--- config.mk ---
export PLATFORM = sky130hd
export DESIGN_NAME = reaction_timer_core_flat
export DESIGN_NICKNAME = d
export VERILOG_FILES = /design/src/rtl/reaction_timer_pkg.sv /design/src/rtl/reaction_timer_if.sv /design/src/rtl/reaction_timer_bcd_counter.sv /design/src/rtl/reaction_timer_core.sv /design/src/flat_wrapper.sv
export SDC_FILE = /design/constraint.sdc
export NUM_CORES = 1
export LEC_CHECK = 0
export ABC_AREA = 0
export BUFFER_PORTS_ARGS = -buffer_cell sky130_fd_sc_hd__buf_2
export CELL_PAD_IN_SITES_DETAIL_PLACEMENT = 0
export CELL_PAD_IN_SITES_GLOBAL_PLACEMENT = 1
export CORE_MARGIN = 8
export CORE_UTILIZATION = 39
export CTS_BUF_LIST = sky130_fd_sc_hd__clkbuf_16
export DETAILED_ROUTE_END_ITERATION = 10
export MAX_ROUTING_LAYER = met4
export PLACE_DENSITY_LB_ADDON = 0.15
export SYNTH_ARGS = -nofsm -noshare
export SYNTH_HDL_FRONTEND = slang
export SYNTH_SLANG_ARGS = --single-unit
--- constraint.sdc ---
create_clock -name clk -period 2.1 [get_ports clk]
set_input_delay 0.21 -clock clk [delete_from_list [all_inputs] [get_ports clk]]
set_output_delay 0.21 -clock clk [all_outputs]
set_load 0.005 [all_outputs]
--- src/rtl/reaction_timer_pkg.sv ---
// Shared types and constants for the reaction timer: state encoding,
// LFSR feedback taps and the BCD all-nines helper.
package reaction_timer_pkg;

  localparam int BCD_W      = 4;
  localparam int MAX_DIGITS = 16;

  // Galois form of x^16 + x^14 + x^13 + x^11 + 1, shifting right.
  localparam logic [15:0] LFSR_TAPS = 16'hB400;

  typedef enum logic [2:0] {
    ST_IDLE  = 3'd0,
    ST_WAIT  = 3'd1,
    ST_ARMED = 3'd2,
    ST_DONE  = 3'd3,
    ST_FAULT = 3'd4
  } state_t;

  function automatic logic [BCD_W*MAX_DIGITS-1:0] all_nines(input int unsigned n);
    logic [BCD_W*MAX_DIGITS-1:0] v;
    v = '0;
    for (int i = 0; i < MAX_DIGITS; i++) begin
      if (i < n) v[i*BCD_W +: BCD_W] = 4'd9;
    end
    return v;
  endfunction

endpackage

--- src/rtl/reaction_timer_if.sv ---
// Button inputs and display/status outputs of the reaction timer core.
interface reaction_timer_if #(parameter int NUM_DIGITS = 4);
  import reaction_timer_pkg::*;

  logic                          start;
  logic                          react;
  logic                          stim_led;
  logic [BCD_W*NUM_DIGITS-1:0]   time_bcd;
  logic [BCD_W*NUM_DIGITS-1:0]   best_bcd;
  logic                          best_valid;
  logic                          result_valid;
  logic                          false_start;
  logic                          overflow;
  logic [2:0]                    state;

  modport master (
    output start, react,
    input  stim_led, time_bcd, best_bcd, best_valid, result_valid,
           false_start, overflow, state
  );

  modport slave (
    input  start, react,
    output stim_led, time_bcd, best_bcd, best_valid, result_valid,
           false_start, overflow, state
  );
endinterface

--- src/rtl/reaction_timer_bcd_counter.sv ---
// Multi-digit BCD up-counter with ripple decimal carry; clear beats increment.
// max flags the all-nines value so the owner can saturate instead of wrapping.
module bcd_counter
  import reaction_timer_pkg::*;
#(
  parameter int NUM_DIGITS = 4
) (
  input  logic                        clk,
  input  logic                        clr,
  input  logic                        inc,
  output logic [BCD_W*NUM_DIGITS-1:0] bcd,
  output logic                        max
);

  localparam int W = BCD_W * NUM_DIGITS;
  localparam logic [BCD_W*MAX_DIGITS-1:0] NINES_FULL = all_nines(NUM_DIGITS);

  logic [W-1:0] bcd_d;
  logic         carry;

  always_comb begin
    bcd_d = bcd;
    carry = inc;
    for (int i = 0; i < NUM_DIGITS; i++) begin
      if (carry) begin
        if (bcd[i*BCD_W +: BCD_W] == 4'd9) begin
          bcd_d[i*BCD_W +: BCD_W] = '0;
        end else begin
          bcd_d[i*BCD_W +: BCD_W] = bcd[i*BCD_W +: BCD_W] + 4'd1;
          carry = 1'b0;
        end
      end
    end
  end

  always_ff @(posedge clk) begin
    if (clr) bcd <= '0;
    else     bcd <= bcd_d;
  end

  assign max = (bcd == NINES_FULL[W-1:0]);

endmodule

--- src/rtl/reaction_timer_core.sv ---
// Reaction timer: random stimulus delay, BCD reaction count, false-start and
// overflow detection, best-time tracking. Button edges act two cycles after the input rises.
module reaction_timer_core
  import reaction_timer_pkg::*;
#(
  parameter int          CLK_HZ     = 100_000_000,
  parameter int          TICK_HZ    = 1000,
  parameter int          NUM_DIGITS = 4,
  parameter int          MIN_DELAY  = 1000,
  parameter int          DELAY_SPAN = 2048,
  parameter logic [15:0] LFSR_SEED  = 16'hACE1
) (
  input  logic             clk,
  input  logic             ck_rst,
  reaction_timer_if.slave  io
);

  localparam int DIV   = CLK_HZ / TICK_HZ;
  localparam int DIV_W = $clog2(DIV);
  localparam int DLY_W = $clog2(MIN_DELAY + DELAY_SPAN + 1);
  localparam int W     = BCD_W * NUM_DIGITS;
  localparam logic [BCD_W*MAX_DIGITS-1:0] NINES_FULL = all_nines(NUM_DIGITS);

  state_t             state_q, state_d;
  logic               start_prev, react_prev, start_edge, react_edge;
  logic [15:0]        lfsr;
  logic [DIV_W-1:0]   div_cnt;
  logic               tick;
  logic [DLY_W-1:0]   dly_cnt, dly_load;
  logic [W-1:0]       cnt_bcd, best;
  logic               cnt_max, cnt_inc;
  logic               best_valid, result_valid, false_start, overflow;
  logic               load, arm, hit, sat, fault;

  assign tick     = (div_cnt == DIV_W'(DIV - 1));
  assign dly_load = DLY_W'(MIN_DELAY) + DLY_W'(lfsr & 16'(DELAY_SPAN - 1));
  // A react edge freezes the count even if a tick lands in the same cycle.
  assign cnt_inc  = (state_q == ST_ARMED) && tick && !react_edge && !cnt_max;

  always_ff @(posedge clk) begin
    if (ck_rst) state_q <= ST_IDLE;
    else        state_q <= state_d;
  end

  always_comb begin
    state_d = state_q;
    load    = 1'b0;
    arm     = 1'b0;
    hit     = 1'b0;
    sat     = 1'b0;
    fault   = 1'b0;
    case (state_q)
      ST_IDLE, ST_DONE, ST_FAULT: begin
        if (start_edge) begin
          state_d = ST_WAIT;
          load    = 1'b1;
        end
      end
      ST_WAIT: begin
        if (react_edge) begin
          state_d = ST_FAULT;
          fault   = 1'b1;
        end else if (tick && dly_cnt == '0) begin
          state_d = ST_ARMED;
          arm     = 1'b1;
        end
      end
      ST_ARMED: begin
        if (react_edge) begin
          state_d = ST_DONE;
          hit     = 1'b1;
        end else if (tick && cnt_max) begin
          state_d = ST_DONE;
          sat     = 1'b1;
        end
      end
      default: state_d = ST_IDLE;
    endcase
  end

  always_ff @(posedge clk) begin
    if (ck_rst) begin
      start_prev   <= 1'b0;
      react_prev   <= 1'b0;
      start_edge   <= 1'b0;
      react_edge   <= 1'b0;
      lfsr         <= LFSR_SEED;
      div_cnt      <= '0;
      dly_cnt      <= '0;
      best         <= NINES_FULL[W-1:0];
      best_valid   <= 1'b0;
      result_valid <= 1'b0;
      false_start  <= 1'b0;
      overflow     <= 1'b0;
    end else begin
      start_prev   <= io.start;
      react_prev   <= io.react;
      start_edge   <= io.start & ~start_prev;
      react_edge   <= io.react & ~react_prev;
      lfsr         <= {1'b0, lfsr[15:1]} ^ (lfsr[0] ? LFSR_TAPS : 16'h0000);
      div_cnt      <= (load || arm || tick) ? '0 : div_cnt + 1'b1;
      result_valid <= hit;

      if (load)
        dly_cnt <= dly_load;
      else if (state_q == ST_WAIT && tick && dly_cnt != '0)
        dly_cnt <= dly_cnt - 1'b1;

      if (load) begin
        false_start <= 1'b0;
        overflow    <= 1'b0;
      end
      if (fault) false_start <= 1'b1;
      if (sat)   overflow    <= 1'b1;

      // BCD ordering matches binary ordering, so a plain compare suffices.
      if (hit && (!best_valid || cnt_bcd < best)) begin
        best       <= cnt_bcd;
        best_valid <= 1'b1;
      end
    end
  end

  bcd_counter #(.NUM_DIGITS(NUM_DIGITS)) u_count (
    .clk (clk),
    .clr (ck_rst | load),
    .inc (cnt_inc),
    .bcd (cnt_bcd),
    .max (cnt_max)
  );

  assign io.stim_led     = (state_q == ST_ARMED);
  assign io.time_bcd     = cnt_bcd;
  assign io.best_bcd     = best;
  assign io.best_valid   = best_valid;
  assign io.result_valid = result_valid;
  assign io.false_start  = false_start;
  assign io.overflow     = overflow;
  assign io.state        = state_q;

endmodule

--- src/flat_wrapper.sv ---
// flat-port wrapper written by rule: the top's interface ports become plain ports
module reaction_timer_core_flat import reaction_timer_pkg::*;
#(
  parameter int          CLK_HZ     = 100_000_000,
  parameter int          TICK_HZ    = 1000,
  parameter int          NUM_DIGITS = 4,
  parameter int          MIN_DELAY  = 1000,
  parameter int          DELAY_SPAN = 2048,
  parameter logic [15:0] LFSR_SEED  = 16'hACE1
)
  (clk, ck_rst, io_start, io_react, io_stim_led, io_time_bcd, io_best_bcd, io_best_valid, io_result_valid, io_false_start, io_overflow, io_state);
  reaction_timer_if #(.NUM_DIGITS(NUM_DIGITS)) io_i ();
  input  logic clk;
  input  logic ck_rst;
  input wire logic [$bits(io_i.start)-1:0] io_start;
  input wire logic [$bits(io_i.react)-1:0] io_react;
  output wire logic [$bits(io_i.stim_led)-1:0] io_stim_led;
  output wire logic [$bits(io_i.time_bcd)-1:0] io_time_bcd;
  output wire logic [$bits(io_i.best_bcd)-1:0] io_best_bcd;
  output wire logic [$bits(io_i.best_valid)-1:0] io_best_valid;
  output wire logic [$bits(io_i.result_valid)-1:0] io_result_valid;
  output wire logic [$bits(io_i.false_start)-1:0] io_false_start;
  output wire logic [$bits(io_i.overflow)-1:0] io_overflow;
  output wire logic [$bits(io_i.state)-1:0] io_state;
  assign io_i.start = io_start;
  assign io_i.react = io_react;
  assign io_stim_led = io_i.stim_led;
  assign io_time_bcd = io_i.time_bcd;
  assign io_best_bcd = io_i.best_bcd;
  assign io_best_valid = io_i.best_valid;
  assign io_result_valid = io_i.result_valid;
  assign io_false_start = io_i.false_start;
  assign io_overflow = io_i.overflow;
  assign io_state = io_i.state;
  reaction_timer_core #(.CLK_HZ(CLK_HZ), .TICK_HZ(TICK_HZ), .NUM_DIGITS(NUM_DIGITS), .MIN_DELAY(MIN_DELAY), .DELAY_SPAN(DELAY_SPAN), .LFSR_SEED(LFSR_SEED)) u_core (.clk(clk), .ck_rst(ck_rst), .io(io_i));
endmodule
==> results.py, run 1 <==
metrics = {
    "run_status": {
        "status": "finished with violations",
        "violations": "negative setup slack",
    },
    "detailed_routing": {
        "route.detailed.drc": 0,
        "ant_nets": 0,
        "drt_iter0_drc": 189,
        "vias_per_cell": 5.22,
        "wl_um": 12300,
        "vias": 4268,
        "first_pass_iters": 4,
        "wl_per_cell_um": 15.0,
    },
    "timing": {
        "hold_viol_final": 0,
        "slew_headroom_pct": 68.6,
        "worst_slew_pin_slew_ps": 470,
        "finalCritPeriodShare_pct": 102,
        "period_needed_ps": 2140,
        "setup_viol": 3,
        "finalWorstSetupSlack_ps": -38.7,
        "slew_violations": 0,
        "rsz0062_at_grt": "true",
        "finClkSkew_ps": 11.0,
        "final.setup.tns_ps": -66.3,
        "fmax_mhz": 468,
    },
    "clock_network": {
        "cts_tree": "yes",
        "worstSkewPairLatency_ps": 340,
        "clock_path_buffers": 2,
        "cts_buffers": 9,
        "h-tree-depth": 3,
        "clkTransAtPathRegs_ps": 60,
        "cts_hold_buf": 0,
        "cts.sinks": 88,
        "root_buffer": "clkbuf_16",
    },
    "worst_setup_path": {
        "critPathKind": "reg -> reg",
        "cp.arrival_ps": 2370,
        "cpMaxStageDelayCell": "or4_4",
        "path_cells": "or4_4 > o41ai_4 > buf_4 > nor4_1 > or4b_1 > o311ai_1",
        "required_ps": 2330,
        "critical_path.max_stage_delay_ps": 560,
        "cp-end-kind": "register",
        "crit_fanout": 3,
        "worst_setup_path_start_kind": "register",
    },
    "floorplan": {
        "rows": 39,
        "die_w_um": 124,
        "die_area_mm2": 0.0153,
        "die_h_um": 124,
        "core_area_mm2": 0.0114,
        "start_util_pct": 39.8,
        "io_pins": 44,
    },
    "synthesis": {
        "yosys_warnings": 0,
        "synth_async_sr_flop_share_pct": 0,
        "synth_seq_cells": 88,
        "netlist_area_mm2": 0.00452,
        "ys_types": 59,
        "synth.avg_cell_area_um2": 8.55,
        "ys_seq_area_share_pct": 38.9,
        "syn-num-nets": 552,
        "synth_ff_type": "dfxtp_1",
        "synth_edf_count": 0,
        "syn-instance-count": 529,
    },
    "grt": {
        "grt_pass1_wl_um": 19700,
        "grt_pass1_vias": 4041,
        "grt_max_degree": 23,
        "grt_overflow": 0,
        "grt_usage_pct": 16.5,
        "antenna_found_initial": 0,
    },
    "place": {
        "portBuffers": 43,
        "place_congestion": 0.881,
        "dpl_cell_area_mm2": 0.00560,
        "dp.cells": 787,
        "dpl.hpwl_um": 8760,
    },
    "layout": {
        "fin_nets": 694,
        "fin_cells": 818,
        "n_fill_cell": 1055,
        "final_common_cell": "buf_4",
        "drive_gt1_share_pct": 37.8,
        "n_antenna_cell": 0,
        "finalInstanceArea_mm2": 0.00644,
        "areaGrowthSynthToFinish_pct": 42.3,
        "layout_common_cells": "105 x buf_4, 63 x dfxtp_1, 62 x nor2_1",
    },
    "run": {
        "drv_cap": 0,
    },
    "pwr": {
        "powerDensity_mw_per_mm2": 647,
        "peakVddDrop_v": 0.000541,
        "leakagePower_nw": 2.62,
        "p_total_mw": 4.16,
    },
    "hold_path": {
        "hp-class": "in -> reg",
    },
}
==> critical path: cells and delay by family (launching register included) <==
kind,cells,cell delay (ps)
flip-flops,1,310
AO/OA/AOI/OAI,2,450
AND/OR/NAND/NOR,3,1090
buffers and inverters,1,190
==> cells in the mapped netlist, types with 4 or more instances <==
cell type | n | area share, %
dfxtp_1 | 88 | 39
nor2_1 | 62 | 5.1
nand2_1 | 44 | 3.7
inv_1 | 31 | 2.6
a21oi_1 | 24 | 2.7
clkbuf_1 | 20 | 1.7
ha_1 | 19 | 5.3
mux2i_1 | 17 | 3.8
nand3_1 | 17 | 1.9
nor2b_1 | 17 | 2.4
xnor2_1 | 14 | 2.7
nand4_1 | 13 | 1.8
xor2_1 | 12 | 2.3
nor3_1 | 11 | 1.2
nor4_1 | 9 | 1.2
o211ai_1 | 9 | 1.5
or3_1 | 9 | 1.2
or4_1 | 8 | 1.3
and3_1 | 7 | 0.97
o21ai_0 | 7 | 0.77
nand2b_1 | 6 | 0.83
or2_1 | 6 | 0.83
a211oi_1 | 5 | 0.83
a311oi_1 | 5 | 0.97
or4b_1 | 5 | 1.1
nor4bb_1 | 4 | 0.88
o31ai_1 | 4 | 0.66
o41ai_1 | 4 | 0.77
==> routing by layer <==
metal  global-route usage [%]  share of wire [%]
met3                     2.49                3.8
met2                     27.5                 49
met1                     19.7                 45
met4                     6.40                1.9
met5                        -                  0
==> where the power goes <==
group          internal (mW)  switching (mW)
clock network          0.899           0.639
registers               1.75          0.0663
logic                  0.395           0.410
==> state kept, by name, summed over array words and instances (netlist names) <==
register / flops
u_core.dly_cnt: 12
u_core.div_cnt: 17
u_core.io.result_valid: 1
u_core.react_edge: 1
u_core.start_edge: 1
u_core.u_count.bcd: 16
u_core.io.state: 3
u_core.start_prev: 1
u_core.react_prev: 1
u_core.io.best_valid: 1
u_core.lfsr: 16
u_core.io.false_start: 1
u_core.io.best_bcd: 16
u_core.io.overflow: 1
==> logic make-up after synthesis <==
kind of cell	after synthesis	synth area share (%)
and+or+nand+nor	234	27.5
DFF	88	38.9
AOI/OAI and AO/OA	86	14.1
buffers and inverters	58	5.14
xor gates and xnor gates	26	5.03
adders and majority gates	19	5.25
muxes	18	4.01
==> stage by stage <==
step / hold WS [ps] / utilization [%] / setup slack [ps]
final: 133 / 56.6 / -38.7
after global routing: 136 / 56.6 / -91.5
after CTS: 132 / 54.1 / -43.4
after detailed placement: 373 / 49.3 / -795
after global placement: 372 / 49.3 / -726
after floorplan: 365 / - / -46.9
==> final cells by class <==
type / instances / area [um^2] / area share (%)
flip-flops and latches: 88 / 1790 / 27.9
repair buffers: 158 / 1140 / 17.7
inverters: 31 / 116 / 1.81
multi-input cells: 383 / 2930 / 45.6
well taps: 143 / 179 / 2.78
clock buffers: 9 / 225 / 3.50
clock inverters: 6 / 51.3 / 0.797
==> timing repair <==
item	in CTS	in global routing
setup buffers	12	3
pin swaps	10	25
resized for setup	31	58
setup endpoints to repair	34	30
gates cloned	0	1
==> final timing paths <==
kind | from | slack, ps | endpoint | cells after the start
hold / removal | io_react | 130 | u_core.react_prev$_SDFF_PP0_ | 2
setup reg to reg | u_core.dly_cnt[6]$_SDFFE_PP0P_ | -40 | u_core.dly_cnt[9]$_SDFFE_PP0P_ | 6
hold reg to reg | u_core.start_prev$_SDFF_PP0_ | 380 | u_core.start_edge$_SDFF_PP0_ | 1
setup / recovery | u_core.dly_cnt[6]$_SDFFE_PP0P_ | -40 | u_core.dly_cnt[9]$_SDFFE_PP0P_ | 6
Note: power is estimated with default switching activity, not from simulation.
==> run 2: changes to the inputs <==
Settings changed: ABC_AREA 0 to 1.
==> run 2 against run 1 <==
  * The run now ends clean
  * Synthesized cell count increased by 19%
  * Die area increased by 0.15%
  * Register-to-register slack improved by 280 ps
  * Hold slack got worse by 41 ps
  * Critical endpoint is now u_core.io.best_bcd[0]$_SDFFE_PP1P_
  * Sequential cell count unchanged
  * Fmax increased by 15%
  * Critical path depth increased by 6
  * Final cell count increased by 2.0%
  * Setup slack improved by 280 ps
  * Clock power decreased by 7%
  * Largest cell class unchanged
  * Global-route usage decreased by 0.69 points
==> results.py, run 2 <==
metrics = {
    "run_status": {
        "status": "finished clean",
    },
    "clock_network": {
        "cts_buffers": 9,
        "clkTransAtPathRegs_ps": 60,
        "worstSkewPairLatency_ps": 340,
        "cts_hold_buf": 0,
        "cts_setup_buffers": 0,
        "h-tree-depth": 3,
        "root_buffer": "clkbuf_16",
        "clock_path_buffers": 2,
        "cts.sinks": 88,
        "cts_tree": "yes",
        "cts_resized": 0,
    },
    "timing": {
        "final.setup.tns_ps": 0,
        "finalCritPeriodShare_pct": 88.3,
        "period_needed_ps": 1850,
        "finClkSkew_ps": 7.60,
        "setup_viol": 0,
        "fmax_mhz": 539,
        "rsz0062_at_grt": "false",
        "hold_viol_final": 0,
        "worst_slew_pin_slew_ps": 686,
        "slew_violations": 0,
        "slew_headroom_pct": 53.8,
    },
    "synthesis": {
        "synth_top_area_cell": "dfxtp_1",
        "synth_ff_type": "dfxtp_1",
        "post-synth-top-count-cell": "nand2_1",
        "ys_types": 41,
        "synth_top_area_share_pct": 38.9,
        "synth_async_sr_flop_share_pct": 0,
        "netlist_top_cells_area": "dfxtp_1 39%, nand2_1 9.5%, inv_1 6.7%, nor2_1 6.3%, nand3_1 5.4%",
        "synthTopCellsByCount": "115 x nand2_1, 88 x dfxtp_1, 81 x inv_1",
        "syn-num-nets": 652,
        "syn-instance-count": 629,
        "ys_seq_area_share_pct": 38.9,
        "synth_seq_cells": 88,
        "synth_edf_count": 0,
        "netlist_area_mm2": 0.00453,
        "yosys_warnings": 0,
        "synth.avg_cell_area_um2": 7.20,
    },
    "floorplan": {
        "die_w_um": 124,
        "die_h_um": 124,
        "die_area_mm2": 0.0153,
        "core_area_mm2": 0.0114,
        "rows": 39,
        "start_util_pct": 39.9,
        "io_pins": 44,
    },
    "detailed_routing": {
        "wl_um": 11000,
        "vias": 4085,
        "first_pass_iters": 4,
        "drt_iter0_drc": 277,
        "ant_nets": 0,
        "vias_per_cell": 4.90,
        "wl_per_cell_um": 13.2,
        "route.detailed.drc": 0,
    },
    "grt": {
        "gr-usage-met2_pct": 24.5,
        "antenna_found_initial": 0,
        "use_met1_pct": 19.7,
        "grt_pass1_vias": 3908,
        "grt_max_degree": 25,
        "gr-max-usage-layer": "met2",
        "grt_pass1_wl_um": 18600,
        "grt_usage_pct": 15.8,
        "grtUsageMet3_pct": 2.86,
        "grt_overflow": 0,
    },
    "worst_setup_path": {
        "required_ps": 2330,
        "r2r_start": "u_core.io.best_bcd[5]$_SDFFE_PP0P_",
        "cp.arrival_ps": 2080,
        "cp-end-kind": "register",
        "r2r-end": "u_core.io.best_bcd[0]$_SDFFE_PP1P_",
        "r2r_slack_ps": 250,
        "crit_fanout": 8,
        "worst_setup_path_start_kind": "register",
        "critPathKind": "reg -> reg",
        "worst-r2r-cell-count": 12,
    },
    "layout": {
        "drive_gt1_share_pct": 17.7,
        "top_register": "u_core.div_cnt",
        "largest_reg_flops": 17,
        "fin_nets": 710,
        "areaGrowthSynthToFinish_pct": 15.6,
        "finalInstanceArea_mm2": 0.00524,
        "final_common_cell": "nand2_1",
        "fin_cells": 834,
        "postLayoutCoreUtil_pct": 46.1,
        "n_antenna_cell": 0,
        "layout_common_cells": "115 x nand2_1, 88 x dfxtp_1, 81 x inv_1",
    },
    "hold_path": {
        "holdPathEnd": "u_core.start_prev$_SDFF_PP0_",
        "hold_start": "io_start",
        "hp-class": "in -> reg",
        "whs_path_depth": 3,
    },
    "place": {
        "portBuffers": 43,
        "place_congestion": 0.787,
        "dpl.hpwl_um": 8420,
        "dpl_cell_area_mm2": 0.00498,
        "dp.cells": 819,
    },
    "run": {
        "drv_cap": 0,
    },
    "pwr": {
        "peakVddDrop_v": 0.000404,
        "p_total_mw": 4.38,
        "leakagePower_nw": 2.39,
        "powerDensity_mw_per_mm2": 836,
    },
}
run 2: per-stage QoR:
stage | setup WS [ps] | hold WS (ps)
after floorplan | 347 | 335
after global placement | 281 | 378
after detailed placement | 248 | 382
after CTS | 229 | 76.1
after global routing | 11.2 | 105
final | 245 | 91.7
run 2: how the worst max path moves through the flow:
stage                                              startpoint                             endpoint  slack (ps)
after floorplan           u_core.u_count.bcd[13]$_SDFFE_PP0P_   u_core.io.best_bcd[9]$_SDFFE_PP0P_         350
after global placement        u_core.io.state[0]$_SDFFE_PP0P_   u_core.u_count.bcd[9]$_SDFFE_PP0P_         280
after detailed placement   u_core.io.best_bcd[5]$_SDFFE_PP0P_  u_core.io.best_bcd[15]$_SDFFE_PP1P_         250
after CTS                  u_core.io.best_bcd[5]$_SDFFE_PP0P_  u_core.io.best_bcd[15]$_SDFFE_PP1P_         230
after global routing       u_core.io.best_bcd[5]$_SDFFE_PP0P_  u_core.io.best_bcd[15]$_SDFFE_PP1P_          10
final                      u_core.io.best_bcd[5]$_SDFFE_PP0P_   u_core.io.best_bcd[0]$_SDFFE_PP1P_         250
run 2: kinds of logic (layout without fill, tap and decap cells):
kind of cell,after synthesis,count (layout),share of synthesized area [%]
and+or+nand+nor,313,313,33.5
buffers and inverters,106,168,9.47
AOI/OAI and AO/OA,94,94,11.1
DFF,88,88,38.9
adders and majority gates,19,19,5.25
xor gates and xnor gates,9,9,1.74
run 2: area by class of cell:
| class | instances | area, um^2 |
|---|---|---|
| Sequential cell | 88 | 1760 |
| Timing Repair Buffer | 61 | 350 |
| Multi-Input combinational cell | 435 | 2340 |
| Inverter | 92 | 353 |
| Clock buffer | 9 | 225 |
| Tap cell | 143 | 179 |
| Fill cell | 1208 | 6130 |
| Clock inverter | 6 | 27.5 |
run 2: metal layers:
metal	up-vias	part of all wire, %
li1	2153	-
met2	59	45
met3	16	4.3
met4	0	1.9
met1	1857	49
met5	-	0
run 2: worst max-delay path: stages (launching register included):
cell     delay [ps]
dfxtp_1         350
inv_1            50
ha_1            300
a21oi_1         130
nor2_1           50
nor3_1          140
nand2_1         120
nand2_1          70
nand2_1          40
nand2_1          90
nand2_1         210
nand2_1         120
nand3_1          70
run 2: power breakdown:
part           switching [mW]  internal (mW)  total (mW)  leakage, nW
clock network           0.651          0.778        1.43        0.130
registers               0.104           1.80        1.90        0.717
logic                   0.640          0.408        1.05         1.54
total                    1.40           2.98        4.38         2.39
==> run 3: changes to the inputs <==
--- a/config.mk
+++ b/config.mk
@@ -7,3 +7,2 @@
 export LEC_CHECK = 0
-export ABC_AREA = 1
 export BUFFER_PORTS_ARGS = -buffer_cell sky130_fd_sc_hd__buf_2
--- a/constraint.sdc
+++ b/constraint.sdc
@@ -3,2 +3,2 @@
 set_output_delay 0.21 -clock clk [all_outputs]
-set_load 0.005 [all_outputs]
+set_load 0.02 [all_outputs]
==> run 3 against run 2 <==
  * The run now ends with negative setup slack left
  * Largest cell class unchanged
  * Sequential power is 4% lower
  * Final cell count is 2.6% lower
  * Die area is 0.15% lower
  * Clock-buffer cell count rose by 1
  * First-iteration DRC count shrank 39%
  * Fmax decreased by 14%
  * Clock power up 21%
  * Critical path depth decreased by 6
  * Critical path type unchanged
  * Setup slack got worse by 290 ps
  * Final area rose by 23%
  * Via count rose by 5.4%
==> results.py, run 3 (synthesis results as in run 1) <==
metrics = {
    "run_status": {
        "status": "finished with violations",
        "violations": "negative setup slack",
    },
    "timing": {
        "rsz0062_at_grt": "true",
        "slew_headroom_pct": 67.9,
        "hold_viol_final": 0,
        "setup_viol": 11,
        "fmax_mhz": 465,
        "finalCritPeriodShare_pct": 102,
        "slew_violations": 0,
        "finClkSkew_ps": 9.81,
        "period_needed_ps": 2150,
        "worst_slew_pin_slew_ps": 477,
        "finalWorstSetupSlack_ps": -48.6,
    },
    "floorplan": {
        "start_util_pct": 39.8,
        "die_h_um": 124,
        "rows": 39,
        "io_pins": 44,
        "core_area_mm2": 0.0114,
        "die_area_mm2": 0.0153,
        "die_w_um": 124,
    },
    "place": {
        "portBuffers": 43,
        "pre_cts_ws_ps": -748,
        "dpl.hpwl_um": 8710,
        "place_congestion": 0.892,
    },
    "worst_setup_path": {
        "r2r-end": "u_core.dly_cnt[8]$_SDFFE_PP0P_",
        "path_buf_inv": 1,
        "path_cells": "or4_4 > o41ai_4 > buf_4 > nor4_2 > or4b_1 > o311ai_2",
        "r2r_start": "u_core.dly_cnt[6]$_SDFFE_PP0P_",
        "required_ps": 2360,
        "crit_fanout": 3,
        "r2r_slack_ps": -50,
        "cpMaxStageDelayCell": "or4_4",
        "worst_setup_path_start_kind": "register",
        "cp_top_family": "simple AND/OR/NAND/NOR gates",
        "critical_path.max_stage_delay_ps": 550,
        "critPathKind": "reg -> reg",
        "cp.arrival_ps": 2400,
        "cp-end-kind": "register",
        "worst-r2r-cell-count": 6,
    },
    "layout": {
        "layout_common_cells": "100 x buf_4, 69 x dfxtp_1, 62 x nor2_1",
        "largest_reg_flops": 17,
        "final_common_cell": "buf_4",
        "n_antenna_cell": 0,
        "seq_area_mm2": 0.00179,
        "postLayoutCoreUtil_pct": 56.6,
        "areaGrowthSynthToFinish_pct": 42.3,
        "drive_gt1_share_pct": 37.2,
        "top_register": "u_core.div_cnt",
        "fin_nets": 687,
        "multi_input_area_mm2": 0.00295,
        "n_fill_cell": 1055,
    },
    "clock_network": {
        "cts_buffers": 9,
        "cts_hold_buf": 0,
        "worstSkewPairLatency_ps": 350,
        "cts_tree": "yes",
        "cts.sinks": 88,
        "h-tree-depth": 3,
        "clock_path_buffers": 2,
        "clkTransAtPathRegs_ps": 70,
        "root_buffer": "clkbuf_16",
    },
    "run": {
        "drv_cap": 0,
    },
    "detailed_routing": {
        "ant_nets": 0,
        "first_pass_iters": 6,
        "route.detailed.drc": 0,
        "wl_per_cell_um": 15.4,
        "wl_um": 12500,
        "vias_per_cell": 5.30,
        "vias": 4307,
        "drt_iter0_drc": 170,
    },
    "hold_path": {
        "hold_start": "io_start",
        "holdPathEnd": "u_core.start_prev$_SDFF_PP0_",
        "hp-class": "in -> reg",
        "whs_path_depth": 2,
    },
    "grt": {
        "antenna_found_initial": 0,
        "grt_pass1_vias": 4188,
        "grt_max_degree": 23,
        "grt_overflow": 0,
        "grt_pass1_wl_um": 20200,
        "grt_usage_pct": 17.0,
    },
    "pwr": {
        "peakVddDrop_v": 0.000366,
        "leakagePower_nw": 2.61,
        "powerDensity_mw_per_mm2": 680,
    },
}
run 3: cell types whose count changed in the layout (fill, tap and decap cells not counted), sizes merged, moves of 24 or more:
| cell | change |
|---|---|
| nor2 | -27 |
| inv | -60 |
| nand2 | -78 |
| a21oi | -24 |
| buf | +89 |
| nand3 | -38 |
| o21ai | -28 |
run 3: per-stage QoR:
step	cells	TNS (ps)	hold WS (ps)	instance area (um^2)	power, mW
2_1_floorplan	529	-2570	365	4600	2.31
3_3_place_gp	785	-11610	378	5570	2.54
3_5_place_dp	785	-12710	381	5570	2.55
4_1_cts	807	-12.2	111	6110	4.33
5_1_grt	812	-2010	128	6440	4.58
6_report	812	-131	114	6440	4.38
run 3: how the worst max path moves through the flow:
stage | slack (ps) | to | cells past startpoint | from
floorplan | -210 | u_core.io.best_bcd[9]$_SDFFE_PP0P_ | 8 | u_core.io.best_bcd[13]$_SDFFE_PP0P_
global placement | -690 | u_core.io.best_bcd[2]$_SDFFE_PP0P_ | 6 | u_core.io.best_bcd[1]$_SDFFE_PP0P_
detailed placement | -750 | u_core.io.best_bcd[2]$_SDFFE_PP0P_ | 6 | u_core.io.best_bcd[1]$_SDFFE_PP0P_
CTS | -10 | u_core.dly_cnt[3]$_SDFFE_PP0P_ | 6 | u_core.dly_cnt[8]$_SDFFE_PP0P_
global route | -100 | u_core.io.best_bcd[0]$_SDFFE_PP1P_ | 8 | u_core.io.best_bcd[13]$_SDFFE_PP0P_
finish | -50 | u_core.dly_cnt[8]$_SDFFE_PP0P_ | 6 | u_core.dly_cnt[6]$_SDFFE_PP0P_
run 3: repair_timing:
action,in CTS,in global routing
cloned,0,1
pin swaps,10,13
endpoints found under the setup margin,30,36
hold endpoints to repair,0,0
setup buffers,7,5
gates resized for setup,31,51
run 3: cell type report:
cell class / count / share of cell area, %
multi-input cells: 383 / 45.8
flip-flops and latches: 88 / 27.8
repair buffers: 151 / 16.8
clock buffers: 10 / 3.89
well taps: 143 / 2.78
inverters: 31 / 1.81
clock inverters: 6 / 1.17
run 3: worst reg2reg max path, cell delays in order, from the launching register on:
cell      delay (ps)
dfxtp_2          320
or4_4            550
o41ai_4          330
buf_4            200
nor4_2            50
or4b_1           510
o311ai_2          90
run 3: power breakdown:
group	switching, mW	leakage, nW	internal (mW)
registers	0.0667	0.723	1.75
logic	0.460	1.73	0.367
clock network	0.719	0.156	1.01
total	1.25	2.61	3.13
run 3: metal layers:
layer	track usage, %	wire [um]	part of all wire (%)
met1	19.9	5620	45
met2	28.2	6130	49
met3	2.86	497	4.0
met4	7.22	259	2.1
met5	-	0	0
